### config.mk
export PLATFORM = sky130hd
export DESIGN_NAME = m_branch_predictor
export DESIGN_NICKNAME = d
export VERILOG_FILES = /design/src/rtl/m_branch_predictor.sv
export SDC_FILE = /design/constraint.sdc
export NUM_CORES = 2
export LEC_CHECK = 0
export BUFFER_PORTS_ARGS = -buffer_cell sky130_fd_sc_hd__buf_4
export CORE_MARGIN = 2
export CORE_UTILIZATION = 40
export CTS_CLUSTER_SIZE = 40
export DETAILED_ROUTE_END_ITERATION = 10
export PLACE_DENSITY = 0.66
export SLEW_MARGIN = 20
export SYNTH_ARGS = -nofsm -noshare
export SYNTH_HDL_FRONTEND = slang
export SYNTH_SLANG_ARGS = --single-unit
export TNS_END_PERCENT = 50
### constraint.sdc
create_clock -name clk -period 7.5 [get_ports clk]
set_clock_uncertainty 0.05 [all_clocks]
set_input_delay 0.375 -clock clk [delete_from_list [all_inputs] [get_ports clk]]
set_output_delay 0.375 -clock clk [all_outputs]
set_load 0.05 [all_outputs]
### src/rtl/m_branch_predictor.sv
// Direct-mapped branch target buffer with per-entry saturating direction
// counters. Lookups are answered one cycle later from registered outputs.
// Resolved conditional branches train the table. After reset a sweep
// invalidates every entry before the table starts answering.
module m_branch_predictor #(
  parameter int ENTRIES = 64,
  parameter int ADDR_W  = 32,
  parameter int CTR_W   = 2
) (
  input  logic              clk,
  input  logic              rst,
  input  logic              ce,
  input  logic [ADDR_W-1:0] lookup_pc,
  output logic              pred_hit,
  output logic              pred_taken,
  output logic [ADDR_W-1:0] pred_target,
  input  logic              upd_valid,
  input  logic [ADDR_W-1:0] upd_pc,
  input  logic              upd_taken,
  input  logic [ADDR_W-1:0] upd_target,
  output logic              busy
);

  localparam int IDX_W = $clog2(ENTRIES);
  localparam int TAG_W = ADDR_W - IDX_W - 2;

  // Counter encodings: weakly taken is MSB set with all lower bits clear.
  localparam logic [CTR_W-1:0] CTR_WEAK_T  = CTR_W'(1) << (CTR_W - 1);
  localparam logic [CTR_W-1:0] CTR_WEAK_NT = CTR_WEAK_T - CTR_W'(1);
  localparam logic [CTR_W-1:0] CTR_MAX     = '1;
  localparam logic [IDX_W-1:0] PTR_LAST    = IDX_W'(ENTRIES - 1);

  typedef enum logic {
    S_INIT,
    S_READY
  } state_e;

  state_e             state_q;
  logic [IDX_W-1:0]   ptr_q;
  logic               busy_q;
  logic               hit_q;
  logic               taken_q;
  logic [ADDR_W-1:0]  target_out_q;

  // Table storage; contents are only meaningful once the sweep has run.
  logic               valid_q  [ENTRIES];
  logic [TAG_W-1:0]   tag_q    [ENTRIES];
  logic [ADDR_W-1:0]  target_q [ENTRIES];
  logic [CTR_W-1:0]   ctr_q    [ENTRIES];

  // Address split: the two byte-offset bits never take part.
  logic [IDX_W-1:0]   look_idx;
  logic [TAG_W-1:0]   look_tag;
  logic [IDX_W-1:0]   upd_idx;
  logic [TAG_W-1:0]   upd_tag;
  logic               unused_offset_bits;

  assign look_idx = lookup_pc[IDX_W+1:2];
  assign look_tag = lookup_pc[ADDR_W-1:IDX_W+2];
  assign upd_idx  = upd_pc[IDX_W+1:2];
  assign upd_tag  = upd_pc[ADDR_W-1:IDX_W+2];
  assign unused_offset_bits = ^{lookup_pc[1:0], upd_pc[1:0]};

  logic              look_hit_d;
  logic              upd_hit;
  logic [CTR_W-1:0]  upd_ctr_cur;
  logic [CTR_W-1:0]  upd_ctr_d;

  // Lookup match against the pre-edge table; nothing answers during the sweep.
  always_comb begin
    look_hit_d = (state_q == S_READY) && valid_q[look_idx] &&
                 (tag_q[look_idx] == look_tag);
  end

  // Training decode: hit test and saturating counter step for the update slot.
  always_comb begin
    upd_hit     = valid_q[upd_idx] && (tag_q[upd_idx] == upd_tag);
    upd_ctr_cur = ctr_q[upd_idx];
    upd_ctr_d   = upd_ctr_cur;
    if (upd_taken) begin
      if (upd_ctr_cur != CTR_MAX) upd_ctr_d = upd_ctr_cur + CTR_W'(1);
    end else begin
      if (upd_ctr_cur != '0) upd_ctr_d = upd_ctr_cur - CTR_W'(1);
    end
  end

  // Sweep sequencer: reset restarts the sweep, READY is left only by reset.
  always_ff @(posedge clk) begin
    if (rst) begin
      state_q <= S_INIT;
      ptr_q   <= '0;
      busy_q  <= 1'b1;
    end else if (ce && (state_q == S_INIT)) begin
      ptr_q <= ptr_q + IDX_W'(1);
      if (ptr_q == PTR_LAST) begin
        state_q <= S_READY;
        busy_q  <= 1'b0;
      end
    end
  end

  // Table writes: sweep clearing in INIT, branch training in READY.
  always_ff @(posedge clk) begin
    if (!rst && ce) begin
      if (state_q == S_INIT) begin
        valid_q[ptr_q] <= 1'b0;
        ctr_q[ptr_q]   <= CTR_WEAK_NT;
      end else if (upd_valid) begin
        if (upd_hit) begin
          ctr_q[upd_idx] <= upd_ctr_d;
          if (upd_taken) target_q[upd_idx] <= upd_target;
        end else if (upd_taken) begin
          valid_q[upd_idx]  <= 1'b1;
          tag_q[upd_idx]    <= upd_tag;
          target_q[upd_idx] <= upd_target;
          ctr_q[upd_idx]    <= CTR_WEAK_T;
        end
      end
    end
  end

  // Registered prediction; the target is forced to zero on a miss.
  always_ff @(posedge clk) begin
    if (rst) begin
      hit_q        <= 1'b0;
      taken_q      <= 1'b0;
      target_out_q <= '0;
    end else if (ce) begin
      hit_q        <= look_hit_d;
      taken_q      <= look_hit_d && ctr_q[look_idx][CTR_W-1];
      target_out_q <= look_hit_d ? target_q[look_idx] : '0;
    end
  end

  assign pred_hit    = hit_q;
  assign pred_taken  = taken_q;
  assign pred_target = target_out_q;
  assign busy        = busy_q;

endmodule
## Yosys cells after proc, flatten, opt, wreduce, memory -nomap -nowiden

Memories as Yosys holds them, arrays and structs flattened.
Index checks and enable logic that the tools add are counted.

- Output and inout port bits: 35
- Logic and storage cells: 62
- Register bits: 42
- RAM bits: 3776
- Memories: 4

Memory list:

| name | words | width | read ports | clocked after Yosys merged registers in | wr ports | RTL line | source |
|---|---|---|---|---|---|---|---|
| target_q | 64 | 32 | 1 | 0 | 1 | 48 | `logic [ADDR_W-1:0] target_q [ENTRIES];` |
| tag_q | 64 | 24 | 2 | 0 | 1 | 47 | `logic [TAG_W-1:0] tag_q [ENTRIES];` |
| ctr_q | 64 | 2 | 2 | 0 | 1 | 49 | `logic [CTR_W-1:0] ctr_q [ENTRIES];` |
| valid_q | 64 | 1 | 2 | 0 | 1 | 46 | `logic valid_q [ENTRIES];` |

- Bitwise operators: 3
- Reductions and logical operators: 11
- $add $sub $neg: 3
- Multiplexer cells: 31
- Equal/unequal tests: 4

Operator list:

| kind | count |
|---|---|
| $mux 32 | 2 |
| $eq 24x24->1 | 2 |
| $mux 1 | 22 |
| $mux 6 | 2 |
| $mux 2 | 5 |
| $add 6x1->6 const B | 1 |
| $eq 6x6->1 const B | 1 |
| $logic_and 1x1->1 | 6 |
| $add 2x1->2 const B | 1 |
| $ne 2x2->1 const B | 1 |
| $or 1x1->1 | 2 |
| $reduce_and 2->1 | 1 |
| $reduce_bool 2->1 | 1 |
| $reduce_or 2->1 | 1 |
| $sub 2x1->2 const B | 1 |
| $logic_not 1->1 | 1 |
| $not 1->1 | 1 |
| $reduce_or 1->1 | 1 |

## Depth between registers and ports, before layout

An unclocked memory read counts as a cell.

- Depth in word-level cells: 11
- Depth in mapped cells: 19

## Least setup slack after synthesis

OpenSTA, ideal clock, no wires.

- Path kind: input to register
- Start: input port upd_pc[2]
- End: memory ctr_q[0][0] (data pin)
- Path buffers: 5
- Stages on the path: 15
- Arrival time: 5.842 ns
- Path slack: 0.906 ns
- Cells stage by stage: buf_6 buf_4 buf_2 buf_2 mux2i_1 o22ai_1 o21ai_0 o2111ai_1 or3_1 a2111oi_2 nand4_1 nor4_4 buf_6 a21boi_0 o21ai_0

- Cells in the longest elaborated chain, start to end: 11
- Elaborated cells between the ends (all ways): 26

RTL lines:

| what | RTL line | source |
|---|---|---|
| start, declared | 18 | `input logic [ADDR_W-1:0] upd_pc,` |
| $mem_v2 64x24 | -- |  |
| $eq 24x24->1 | 77 | `upd_hit = valid_q[upd_idx] && (tag_q[upd_idx] == upd_tag);` |
| $logic_and 1x1->1 | 77 |  |
| $mux 1 | 109 | `if (upd_hit) begin` |
| $mux 1 | 108 | `end else if (upd_valid) begin` |
| $mux 1 | 105 | `if (state_q == S_INIT) begin` |
| $mux 1 | 104 | `if (!rst && ce) begin` |
| $mux 1, on equally long branches | 110, 116 |  |
| $or 1x1->1 (no line) | -- |  |
| $reduce_or 2->1 (no line) | -- |  |
| $mux 2 (no line) * | -- |  |
| end, declared | 49 |  |

Mark *: on every way between the ends. The rest lies on a longest branch, timed or not.

==> out/metrics.json <==
{
  "synth_seq_area_share": {"value": 0.711},
  "detailedRoute.firstIterationViolations": {"value": 14100},
  "placement.io_buffers": {"value": 131},
  "net_count_after_synthesis": {"value": 7521},
  "clkTransAtPathRegs": {"value": 60, "unit": "ps"},
  "clock-sinks": {"value": 3818},
  "synth_cell_type_count": {"value": 80},
  "timing.critical_path.fanout_max": {"value": 16},
  "ir_drop": {"value": 0.249, "unit": "mV"},
  "detailedPlacementHpwl": {"value": 298000, "unit": "um"},
  "worstReg2RegStart": {"value": "tag_q[37][3]"},
  "syn-cell-area": {"value": 161000, "unit": "um^2"},
  "synth-main-ff-cell": {"value": "sky130_fd_sc_hd__edfxtp_1"},
  "hold_end": {"value": "tag_q[56][14]"},
  "fin_crit": {"value": 5720, "unit": "ps"},
  "numCtsBuffers": {"value": 389},
  "antenna_found_initial": {"value": 30},
  "hold-worst-slack": {"value": 98.8, "unit": "ps"},
  "setup_viol": {"value": 0},
  "tritoncts": {"value": "done"},
  "worstPathArrival": {"value": 6350, "unit": "ps"},
  "ys_seq_elements": {"value": 3818},
  "core": {"value": 399000, "unit": "um^2"},
  "required": {"value": 8130, "unit": "ps"},
  "drt-vias-per-instance": {"value": 6.54},
  "die-width": {"value": 638, "unit": "um"},
  "post-place-ws": {"value": 1170, "unit": "ps"},
  "start_util": {"value": 0.402},
  "clk_root_buffer_cell": {"value": "sky130_fd_sc_hd__clkbuf_16"},
  "rsz_0062_raised_after_global_routing": {"value": "no"},
  "gpl.final_weighted_congestion": {"value": 0.927},
  "overflow": {"value": 0},
  "cts.path.max_buffers": {"value": 4},
  "max_cap_viol_count": {"value": 0},
  "leakage": {"value": 56.9, "unit": "nW"},
  "core.rowCount": {"value": 232},
  "dpl-instance-area": {"value": 171000, "unit": "um^2"},
  "fin_area": {"value": 184000, "unit": "um^2"},
  "run_status": {"value": "finished clean"},
  "power_density": {"value": 247, "unit": "nW/um^2"},
  "area.growth.synth_to_final": {"value": 14.9, "unit": "%"},
  "post_synth.cell_area_avg": {"value": 21.6, "unit": "um^2"},
  "fp.dieH": {"value": 638, "unit": "um"},
  "drt_pass1_iterations": {"value": 9},
  "min-delay-start": {"value": "upd_pc[22]"},
  "track_usage": {"value": 0.238},
  "worstSetupStartpointType": {"value": "flip-flop"},
  "hold_violations": {"value": 0},
  "wl_per_cell": {"value": 36.8, "unit": "um"},
  "tightestPinTransition": {"value": 1280, "unit": "ps"},
  "design.die.area": {"value": 406000, "unit": "um^2"},
  "num_io_pins": {"value": 136},
  "relSlewSlack": {"value": 0.144},
  "route.detailed.drc": {"value": 0},
  "hp_class": {"value": "primary input to flip-flop"},
  "timing.critical_path.to_type": {"value": "flip-flop"},
  "via_count": {"value": 88000},
  "post_synth_inst_count": {"value": 7419},
  "largest_net_degree_at_the_start_of_global_routing": {"value": 156},
  "asyncSetResetFlopFracSynth": {"value": 0},
  "count_of_synthesis_stage_warnings_from_yosys": {"value": 0},
  "setup_tns": {"value": 0, "unit": "ps"},
  "finalCritPeriodShare": {"value": 0.763},
  "total_power": {"value": 0.0455, "unit": "W"},
  "route.antenna.remaining_nets": {"value": 0},
  "cts_resized": {"value": 0},
  "cts_hold_repair.buffers": {"value": 57},
  "total_setup_buffers_inserted_after_cts": {"value": 0},
  "drv_slew": {"value": 0},
  "r2r_setup_slack": {"value": 1780, "unit": "ps"},
  "timing.setup.critical_path_class": {"value": "flip-flop to flip-flop"},
  "synth_enable_flop_cells": {"value": 3776},
  "clkLatencyLatePin": {"value": 990, "unit": "ps"},
  "vias_in_the_first_global_route": {"value": 86900},
  "post-route-worst-setup-slack": {"value": 1780, "unit": "ps"},
  "reg2reg_to": {"value": "tag_q[1][15]"},
  "worstRegToRegCells": {"value": 13},
  "final_nets": {"value": 7963},
  "ctsHtreeMaxLevel": {"value": 5},
  "layout-drive-gt1-share": {"value": 0.342},
  "drt-total-wl": {"value": 496000, "unit": "um"},
  "fill_cells": {"value": 32600},
  "first_pass_grt_wire_length": {"value": 683000, "unit": "um"},
  "min_delay_path_depth": {"value": 2},
  "max_freq": {"value": 0.175, "unit": "GHz"}
}
-- cell families after synthesis --
family          Yosys count  share of synthesized area
simple gates            629                     0.0196
xor+xnor                 44                    0.00240
buf+inv                 543                     0.0155
fa+ha+maj                 1                  0.0000779
mux                    1682                      0.218
compound gates          702                     0.0327
flops                  3818                      0.711
-- cell type report --
type / instances / area (um^2) / share of cell area
flip-flops and latches: 3818 / 114000 / 0.619
clock buffers: 481 / 10200 / 0.0553
well taps: 5265 / 6590 / 0.0357
repair buffers: 586 / 6000 / 0.0325
diodes: 19 / 47.5 / 0.000258
inverters: 8 / 45.0 / 0.000244
multi-input cells: 3058 / 45000 / 0.244
clock inverters: 227 / 2360 / 0.0128
-- layout by cell type (no fill, tap or decap), types with 60 or more instances in the layout --
cell	Yosys	final
sky130_fd_sc_hd__o22ai_1	62	62
sky130_fd_sc_hd__edfxtp_1	3776	3776
sky130_fd_sc_hd__clkinv_1	1	85
sky130_fd_sc_hd__clkbuf_16	0	391
sky130_fd_sc_hd__a22oi_1	126	126
sky130_fd_sc_hd__a221oi_1	75	75
sky130_fd_sc_hd__nor2_4	1	130
sky130_fd_sc_hd__a22o_1	67	67
sky130_fd_sc_hd__nand2_1	191	183
sky130_fd_sc_hd__o21ai_0	64	62
sky130_fd_sc_hd__mux2i_1	187	187
sky130_fd_sc_hd__nor2_1	192	60
sky130_fd_sc_hd__mux4_2	1450	1450
sky130_fd_sc_hd__a21oi_1	107	107
sky130_fd_sc_hd__clkbuf_1	244	82
sky130_fd_sc_hd__buf_12	0	107
sky130_fd_sc_hd__clkinv_2	0	60
sky130_fd_sc_hd__buf_4	27	412
-- critical path, cell delays in order, from the launching register on --
cell                        delay [ps]
sky130_fd_sc_hd__edfxtp_1          400
sky130_fd_sc_hd__mux4_2            530
sky130_fd_sc_hd__a22oi_1           580
sky130_fd_sc_hd__nand4_1           180
sky130_fd_sc_hd__nor4_1            600
sky130_fd_sc_hd__buf_4             220
sky130_fd_sc_hd__xnor2_1           120
sky130_fd_sc_hd__a2111oi_2         500
sky130_fd_sc_hd__nand4_1           400
sky130_fd_sc_hd__nor4_4            570
sky130_fd_sc_hd__buf_12            220
sky130_fd_sc_hd__or2_2             430
sky130_fd_sc_hd__nor2_4            320
sky130_fd_sc_hd__buf_12            300
-- routing by layer --
| metal | part of all wire | GRT usage | wire, um | vias up |
|---|---|---|---|---|
| li1 | - | - | - | 33300 |
| met1 | 0.36 | 0.313 | 179000 | 47000 |
| met2 | 0.47 | 0.374 | 232000 | 6405 |
| met3 | 0.11 | 0.0603 | 56900 | 1296 |
| met4 | 0.055 | 0.114 | 27200 | 18 |
| met5 | 0.00022 | 0 | 108 | - |
-- report_power, final --
part           switching, W  internal (W)  total, W
logic               0.00171       0.00108   0.00279
clock network       0.00828        0.0110    0.0193
registers        0.00000296        0.0234    0.0234
total               0.00999        0.0355    0.0455
-- cell usage after synthesis, types with 64 or more instances --
library cell               count  area [um^2]
sky130_fd_sc_hd__mux2i_1     187         1870
sky130_fd_sc_hd__mux4_2     1450        32700
sky130_fd_sc_hd__nor2_1      192          721
sky130_fd_sc_hd__buf_2       123          616
sky130_fd_sc_hd__a22oi_1     126          946
sky130_fd_sc_hd__edfxtp_1   3776       113000
sky130_fd_sc_hd__a21oi_1     107          536
sky130_fd_sc_hd__a221oi_1     75          657
sky130_fd_sc_hd__o21ai_0      64          320
sky130_fd_sc_hd__buf_1       111          417
sky130_fd_sc_hd__nand2_1     191          717
sky130_fd_sc_hd__a22o_1       67          587
sky130_fd_sc_hd__clkbuf_1    244          916
-- registers in the layout, summed over array words and instances (netlist names) --
signal       flops
tag_q         1536
valid_q         64
pred_target     32
pred_taken       1
state_q          1
target_q      2048
ctr_q          128
busy             1
ptr_q            6
pred_hit         1
-- worst max-delay path by stage --
stage	startpoint	endpoint	slack, ps	depth (start not counted)
floorplan	upd_pc[2]	ctr_q[0][0]	910	15
global placement	upd_pc[2]	tag_q[1][15]	1190	15
detailed placement	upd_pc[2]	tag_q[1][15]	1170	15
CTS	tag_q[42][0]	tag_q[1][15]	1990	12
global route	upd_pc[2]	tag_q[1][21]	1950	15
finish	tag_q[37][3]	tag_q[1][15]	1780	13
-- through the flow --
step,instances,util
after global placement,12700,0.429
after global routing,13400,0.462
after floorplan,7419,-
after detailed placement,12700,0.429
after CTS,13400,0.461
final,13500,0.462
No activity file was read; power rests on OpenSTA's default activity.
